### src/rtl/byte_serial_pkg.sv
// Shared definitions for the byte serial transmitter and its matching receiver.
package byte_serial_pkg;

   localparam int unsigned DATA_W      = 32'd8;
   localparam logic        IDLE_LEVEL  = 1'b1;
   localparam logic        START_LEVEL = 1'b0;

   typedef enum logic [2:0] {
      IDLE   = 3'd0,
      START  = 3'd1,
      DATA   = 3'd2,
      PARITY = 3'd3,
      STOP   = 3'd4
   } state_e;

   // Even parity bit: makes the total count of ones (data + parity) even.
   function automatic logic even_parity(input logic [DATA_W-1:0] b);
      return ^b;
   endfunction

   // Bit timer width: enough bits to count 0..clks-1, never narrower than 1.
   function automatic int unsigned timer_w(input int unsigned clks);
      return (clks > 32'd1) ? $clog2(clks) : 32'd1;
   endfunction

endpackage

### src/rtl/byte_serial_tx_if.sv
// Byte handshake between the upstream data registers and the serial transmitter.
interface byte_serial_tx_if;
   import byte_serial_pkg::*;

   logic [DATA_W-1:0] Din;
   logic              din_valid;
   logic              din_ready;

   modport master (output Din, output din_valid, input  din_ready);
   modport slave  (input  Din, input  din_valid, output din_ready);

endinterface

### src/rtl/byte_serial_tx_bit_timer.sv
// Per-bit cycle counter: counts 0..CLKS_PER_BIT-1 and flags the terminal count.
module bit_timer
   import byte_serial_pkg::*;
#(
   parameter  int unsigned CLKS_PER_BIT = 32'd4,
   localparam int unsigned TW           = timer_w(CLKS_PER_BIT)
) (
   input  logic          clk_i,
   input  logic          rst_ni,
   input  logic          clr_i,
   input  logic          en_i,
   output logic          tick_o,
   output logic [TW-1:0] cnt_o
);

   localparam logic [TW-1:0] TERM = TW'(CLKS_PER_BIT - 32'd1);

   logic [TW-1:0] cnt_q;

   // Terminal count marks the last cycle of the current serial bit.
   always_comb begin
      tick_o = (cnt_q == TERM);
      cnt_o  = cnt_q;
   end

   // Free-running bit counter, wrapping at terminal count, cleared on frame start.
   always_ff @(posedge clk_i) begin
      if (!rst_ni || clr_i) begin
         cnt_q <= '0;
      end else if (en_i) begin
         if (tick_o) begin
            cnt_q <= '0;
         end else begin
            cnt_q <= cnt_q + TW'(1);
         end
      end else begin
         cnt_q <= cnt_q;
      end
   end

endmodule

### src/rtl/byte_serial_tx.sv
// UART-style byte transmitter: start, 8 data bits LSB first, optional even parity, stop.
module byte_serial_tx
   import byte_serial_pkg::*;
#(
   parameter int unsigned CLKS_PER_BIT = 32'd4,
   parameter bit          PARITY_EN    = 1'b0
) (
   input  logic           clock,
   input  logic           reset,
   byte_serial_tx_if.slave dif,
   output logic           tx,
   output logic           busy,
   output logic           done
);

   localparam int unsigned   TW       = timer_w(CLKS_PER_BIT);
   // With one cycle per bit the stop bit is a single cycle, so done is set on entry.
   localparam logic          ONE_CLK  = (CLKS_PER_BIT == 32'd1);
   localparam logic [TW-1:0] PRE_LAST = TW'((CLKS_PER_BIT > 32'd1) ? (CLKS_PER_BIT - 32'd2) : 32'd0);

   state_e            state_q;
   logic              tx_q;
   logic              busy_q;
   logic              ready_q;
   logic              done_q;
   logic [2:0]        bit_cnt_q;
   logic [DATA_W-1:0] shift_q;
   logic              parity_q;

   logic              accept_s;
   logic              tick_s;
   logic [TW-1:0]     cnt_s;
   logic              stop_pre_last_s;

   bit_timer #(.CLKS_PER_BIT(CLKS_PER_BIT)) u_timer (
      .clk_i  (clock),
      .rst_ni (reset),
      .clr_i  (accept_s),
      .en_i   (busy_q),
      .tick_o (tick_s),
      .cnt_o  (cnt_s)
   );

   // Handshake acceptance and look-ahead to the final stop-bit cycle.
   always_comb begin
      accept_s        = (state_q == IDLE) && ready_q && dif.din_valid;
      stop_pre_last_s = (cnt_s == PRE_LAST);
   end

   // Frame sequencer with registered line, status and handshake outputs.
   always_ff @(posedge clock) begin
      if (!reset) begin
         state_q   <= IDLE;
         tx_q      <= IDLE_LEVEL;
         busy_q    <= 1'b0;
         ready_q   <= 1'b0;
         done_q    <= 1'b0;
         bit_cnt_q <= 3'd0;
         shift_q   <= '0;
         parity_q  <= 1'b0;
      end else begin
         done_q <= 1'b0;
         case (state_q)
            IDLE: begin
               tx_q      <= IDLE_LEVEL;
               busy_q    <= 1'b0;
               bit_cnt_q <= 3'd0;
               if (accept_s) begin
                  shift_q  <= dif.Din;
                  parity_q <= even_parity(dif.Din);
                  state_q  <= START;
                  tx_q     <= START_LEVEL;
                  busy_q   <= 1'b1;
                  ready_q  <= 1'b0;
               end else begin
                  ready_q <= 1'b1;
               end
            end
            START: begin
               if (tick_s) begin
                  state_q <= DATA;
                  tx_q    <= shift_q[0];
               end
            end
            DATA: begin
               if (tick_s) begin
                  if (bit_cnt_q == 3'd7) begin
                     bit_cnt_q <= 3'd0;
                     if (PARITY_EN) begin
                        state_q <= PARITY;
                        tx_q    <= parity_q;
                     end else begin
                        state_q <= STOP;
                        tx_q    <= IDLE_LEVEL;
                        done_q  <= ONE_CLK;
                     end
                  end else begin
                     bit_cnt_q <= bit_cnt_q + 3'd1;
                     shift_q   <= {1'b0, shift_q[DATA_W-1:1]};
                     tx_q      <= shift_q[1];
                  end
               end
            end
            PARITY: begin
               if (tick_s) begin
                  state_q <= STOP;
                  tx_q    <= IDLE_LEVEL;
                  done_q  <= ONE_CLK;
               end
            end
            STOP: begin
               if (tick_s) begin
                  state_q <= IDLE;
                  tx_q    <= IDLE_LEVEL;
                  busy_q  <= 1'b0;
                  ready_q <= 1'b1;
               end else begin
                  done_q <= stop_pre_last_s;
               end
            end
            default: begin
               state_q   <= IDLE;
               tx_q      <= IDLE_LEVEL;
               busy_q    <= 1'b0;
               ready_q   <= 1'b0;
               bit_cnt_q <= 3'd0;
            end
         endcase
      end
   end

   assign dif.din_ready = ready_q;
   assign tx            = tx_q;
   assign busy          = busy_q;
   assign done          = done_q;

endmodule

### src/flat_wrapper.sv
// flat-port wrapper written by rule: the top's interface ports become plain ports
module byte_serial_tx_flat import byte_serial_pkg::*;
#(
   parameter int unsigned CLKS_PER_BIT = 32'd4,
   parameter bit          PARITY_EN    = 1'b0
)
  (clock, reset, tx, busy, done, dif_Din, dif_din_valid, dif_din_ready);
  byte_serial_tx_if dif_i ();
  input  logic clock;
  input  logic reset;
  output logic tx;
  output logic busy;
  output logic done;
  input wire logic [$bits(dif_i.Din)-1:0] dif_Din;
  input wire logic [$bits(dif_i.din_valid)-1:0] dif_din_valid;
  output wire logic [$bits(dif_i.din_ready)-1:0] dif_din_ready;
  assign dif_i.Din = dif_Din;
  assign dif_i.din_valid = dif_din_valid;
  assign dif_din_ready = dif_i.din_ready;
  byte_serial_tx #(.CLKS_PER_BIT(CLKS_PER_BIT), .PARITY_EN(PARITY_EN)) u_core (.clock(clock), .reset(reset), .dif(dif_i), .tx(tx), .busy(busy), .done(done));
endmodule
### config.mk
export PLATFORM = sky130hd
export DESIGN_NAME = byte_serial_tx_flat
export DESIGN_NICKNAME = d
export VERILOG_FILES = /design/src/rtl/byte_serial_pkg.sv /design/src/rtl/byte_serial_tx_if.sv /design/src/rtl/byte_serial_tx_bit_timer.sv /design/src/rtl/byte_serial_tx.sv /design/src/flat_wrapper.sv
export SDC_FILE = /design/constraint.sdc
export NUM_CORES = 1
export LEC_CHECK = 0
export BUFFER_PORTS_ARGS = -buffer_cell sky130_fd_sc_hd__buf_2
export CAP_MARGIN = 20
export CORE_MARGIN = 2
export CORE_UTILIZATION = 45
export DETAILED_ROUTE_END_ITERATION = 10
export GPL_TIMING_DRIVEN = 0
export PLACE_DENSITY_LB_ADDON = 0.08
export SLEW_MARGIN = 20
export SYNTH_ARGS = -nofsm -noshare
export SYNTH_HDL_FRONTEND = slang
export SYNTH_SLANG_ARGS = --single-unit
### constraint.sdc
create_clock -name clock -period 3.4 [get_ports clock]
set_input_delay 0.17 -clock clock [delete_from_list [all_inputs] [get_ports clock]]
set_output_delay 0.17 -clock clock [all_outputs]
set_load 0.02 [all_outputs]
==> flow_summary.rst <==
.. list-table::
   :header-rows: 1

   * - Metric
     - Value
   * - Count of port buffers added during placement
     - 14
   * - 1st-iter DRT viols
     - 3
   * - Worst reg2reg startpoint
     - u_core.bit_cnt_q[0]
   * - Number of buffers between clock root and the deepest sink
     - 2
   * - Clock transition time at the flip-flop clock pins of the worst setup and hold paths
     - 0.11 ns
   * - Die area
     - 0.00279 mm²
   * - First-pass GRT wire length
     - 3.90 mm
   * - Hold Path Origin
     - dif_Din[7]
   * - Most common library cell in the layout ignoring fill and taps
     - sky130_fd_sc_hd__dfxtp_1
   * - Final setup slack of the worst path
     - 1.74 ns
   * - Horizontal extent of the die
     - 52.8 µm
   * - Final wirelength
     - 2.10 mm
   * - Combinational share of power
     - 15.4%
   * - Slew Limit Headroom
     - 68.3%
   * - Number of ports placed on the die boundary
     - 15
   * - Total nets after synthesis
     - 124
   * - Post-layout minimum cycle time
     - 1.66 ns
   * - Cell count of the worst hold path
     - 3
   * - RR Endpoint
     - u_core.shift_q[3]
   * - Cell types with the largest area share after synthesis
     - sky130_fd_sc_hd__dfxtp_1, sky130_fd_sc_hd__mux2i_1, sky130_fd_sc_hd__o221a_1
   * - Arrival time worst endpoint
     - 1.90 ns
   * - Kind of cell adding the most delay to the critical path
     - compound AO/OA/AOI/OAI gates
   * - Number of hold buffers added after cts
     - 0
   * - Category of the worst setup path launch point
     - flip-flop
   * - Fraction of power consumed by sequential logic
     - 59.1%
   * - Fraction of the cycle the final worst path needs
     - 48.8%
   * - Initial core utilization
     - 48.0%
   * - H-Tree Depth
     - 1
   * - Register area share after synthesis
     - 37.4%
   * - Static leakage
     - 0.483 nW
   * - Actual transition at the worst max-transition pin
     - 0.476 ns
   * - Final-report max-slew violation count
     - 0
   * - Buffers plus inverters on the worst setup path
     - 0
   * - Routed vias
     - 846
   * - Critical Path Slowest Stage Cell
     - sky130_fd_sc_hd__a21oi_2
   * - Commonest cells after routing, fill and taps aside
     - sky130_fd_sc_hd__dfxtp_1, sky130_fd_sc_hd__buf_2, sky130_fd_sc_hd__nand2_1
   * - Vias per std cell
     - 5.49
   * - Vias in the first global route
     - 831
   * - Source-to-sink clock delay at the later pin of the worst-skew pair
     - 0.29 ns
   * - Number of antenna violations at the first check in global routing
     - 0
   * - Post-synth top area share
     - 37.4%
   * - Synth Instances
     - 109
   * - Status
     - finished, final reports clean
   * - Cell count of the worst reg-to-reg path
     - 5
   * - Flip-flop and latch count after synthesis
     - 20
   * - Leading area contributor after synthesis
     - sky130_fd_sc_hd__dfxtp_1
   * - Top fanout value on the critical path
     - 8
   * - Ratio of cells with drive above 1 in the final layout
     - 26.2%
   * - Path type of the worst setup path
     - reg -> reg
   * - Clk root buf
     - sky130_fd_sc_hd__clkbuf_4
   * - Sinks on Clock Net
     - 20
   * - Fin Clk Skew
     - 0.00451 ns
   * - Final count of negative-setup-slack endpoints
     - 0
   * - Number of nets in the final layout
     - 143
   * - # diodes
     - 0
   * - Most Frequent Cell on Critical Path
     - sky130_fd_sc_hd__ha_1
   * - Post-Place Worst Slack
     - 1.73 ns
   * - Maximum number of pins on one net before global-route repair
     - 11
   * - Minimum setup slack among reg-to-reg paths
     - 1.74 ns
   * - Routability Congestion
     - 0.734
   * - P_sw
     - 0.115 mW
   * - ANT nets after route
     - 0
   * - Worst setup EP type
     - flip-flop
   * - TritonCTS clock tree
     - yes
   * - Final instance area
     - 0.00120 mm²
   * - Critical Path Max Stage Delay
     - 0.38 ns
   * - Number of gates resized after cts
     - 0
   * - Count of maximum capacitance violations
     - 0
   * - Remaining routing DRC violations
     - 0
   * - DRT Pass-1 Iters
     - 4
   * - Sum of negative setup slack
     - 0 ns
   * - Average wire per standard cell
     - 13.6 µm
   * - Worst vdd ir
     - 0.208 mV
   * - Total count of hold-check failures in the final report
     - 0
   * - Core area
     - 0.00223 mm²
   * - Warnings, synthesis
     - 0
   * - Power per cell area
     - 362 mW/mm²
   * - Site row count
     - 17
   * - Maximum frequency from static timing analysis
     - 603 MHz
   * - Clock share of power
     - 25.5%
   * - Post-CTS repair timing setup buffer count
     - 0
   * - Total congestion overflow after global routing
     - 0
   * - Post-synthesis cell area
     - 0.00107 mm²
   * - Post-synth cell types
     - 38
   * - Critical path cell sequence
     - ha_1, ha_1, nand3b_2, a21oi_2, o221a_1
   * - Sum of net half-perimeters after detailed placement
     - 1.48 mm
   * - Unrepaired setup endpoints after global routing
     - no
   * - Syn Area/Cell
     - 9.83 µm²
   * - Destination of the worst hold path
     - u_core.shift_q[7]
   * - Standard cell area after detailed placement
     - 0.00118 mm²
   * - Number of CTS-inserted buffers
     - 3
   * - Path type of the worst min-delay path
     - in -> reg
   * - Worst EP required
     - 3.64 ns
   * - Area added between synthesis and finish
     - 11.9%
   * - Total internal power
     - 0.318 mW
   * - Overall fraction of global-route tracks in use
     - 19.3%
   * - Height of the die
     - 52.8 µm
   * - Sw Ratio
     - 26.6%
[worst min-delay path, delay by kind of cell]
kind / cells / cell delay [ns]
AOI/OAI and AO/OA: 1 / 0.08
buffers and inverters: 2 / 0.13
[metal layers]
| layer | GRT usage, % | part of all wire [%] | wire [µm] |
|---|---|---|---|
| met3 | 2.57 | 3.2 | 68 |
| met2 | 27.5 | 44 | 929 |
| met5 | 0 | 0 | 0 |
| met4 | 10.3 | 2.3 | 48 |
| met1 | 27.7 | 50 | 1060 |
[worst max-delay path by stage]
stage	from	to	cells after the start
3_5_place_dp	u_core.bit_cnt_q[0]	u_core.shift_q[4]	5
3_3_place_gp	u_core.bit_cnt_q[0]	u_core.shift_q[2]	5
2_1_floorplan	u_core.bit_cnt_q[0]	u_core.shift_q[0]	6
6_report	u_core.bit_cnt_q[0]	u_core.shift_q[3]	5
4_1_cts	u_core.bit_cnt_q[0]	u_core.shift_q[7]	5
5_1_grt	u_core.bit_cnt_q[0]	u_core.shift_q[6]	5
[final cells by class]
cell class | count | area, µm²
multi-input cells | 79 | 613
inverters | 2 | 7.51
repair buffers | 14 | 70.1
well taps | 28 | 35.0
flip-flops and latches | 20 | 400
fillers | 220 | 1030
plain buffers | 8 | 50.0
clock buffers | 3 | 22.5
[kinds of logic after synthesis]
family / Yosys count / share of synthesized area, %
and+or+nand+nor: 35 / 20.1
AOI/OAI and AO/OA: 28 / 21.4
DFF: 20 / 37.4
muxes: 11 / 10.3
buffers and inverters: 10 / 5.37
adders and majority gates: 4 / 4.67
xor gates and xnor gates: 1 / 0.818
[registers in the layout (all words and copies together) (netlist names)]
signal	count
u_core.u_timer.cnt_o	2
u_core.tx	1
u_core.shift_q	8
u_core.done	1
u_core.bit_cnt_q	3
u_core.state_q	3
u_core.busy	1
u_core.dif.din_ready	1
[per-stage QoR]
stage / std cells / util [%] / hold WS (ns) / power (mW)
floorplan: 109 / - / 0.328 / 0.308
global placement: 151 / 52.7 / 0.435 / 0.327
finish: 154 / 53.7 / 0.130 / 0.434
detailed placement: 151 / 52.7 / 0.444 / 0.329
global route: 154 / 53.7 / 0.142 / 0.458
CTS: 154 / 53.7 / 0.128 / 0.441
[power groups by stage]
stage | registers [mW] | clock network (mW) | logic, mW
after floorplan | 0.262 | 0 | 0.0459
after global placement | 0.261 | 0 | 0.0661
after detailed placement | 0.262 | 0 | 0.0673
after CTS | 0.256 | 0.117 | 0.0679
after global routing | 0.258 | 0.124 | 0.0762
final | 0.256 | 0.111 | 0.0668
[synth_stat cells]
master and number:
sky130_fd_sc_hd__mux2i_1 11, sky130_fd_sc_hd__a2111oi_2 1, sky130_fd_sc_hd__a21oi_1 3, sky130_fd_sc_hd__and2_1 1, sky130_fd_sc_hd__buf_4 2, sky130_fd_sc_hd__o21ai_2 2, sky130_fd_sc_hd__a21oi_2 1, sky130_fd_sc_hd__nand3b_1 2
sky130_fd_sc_hd__nand4_1 2, sky130_fd_sc_hd__nor2_2 2, sky130_fd_sc_hd__clkbuf_1 1, sky130_fd_sc_hd__nor3b_1 1, sky130_fd_sc_hd__dfxtp_1 20, sky130_fd_sc_hd__nor2_1 4, sky130_fd_sc_hd__nor2b_1 2, sky130_fd_sc_hd__buf_6 1
sky130_fd_sc_hd__ha_1 4, sky130_fd_sc_hd__nand2b_1 2, sky130_fd_sc_hd__nand3b_2 1, sky130_fd_sc_hd__o21ai_0 3, sky130_fd_sc_hd__a31oi_1 1, sky130_fd_sc_hd__o221a_1 7, sky130_fd_sc_hd__o221ai_1 1, sky130_fd_sc_hd__a21boi_1 1
sky130_fd_sc_hd__xnor2_1 1, sky130_fd_sc_hd__or2_1 1, sky130_fd_sc_hd__nand4bb_2 1, sky130_fd_sc_hd__o32ai_1 1, sky130_fd_sc_hd__a211oi_1 1, sky130_fd_sc_hd__buf_2 4, sky130_fd_sc_hd__nor4b_4 1, sky130_fd_sc_hd__a21o_1 1
sky130_fd_sc_hd__nand4b_1 1, sky130_fd_sc_hd__nand2_1 13, sky130_fd_sc_hd__and3_1 1, sky130_fd_sc_hd__o21ai_1 2, sky130_fd_sc_hd__o21a_1 3, sky130_fd_sc_hd__inv_1 2
Note: power is estimated with default switching activity, not from simulation.
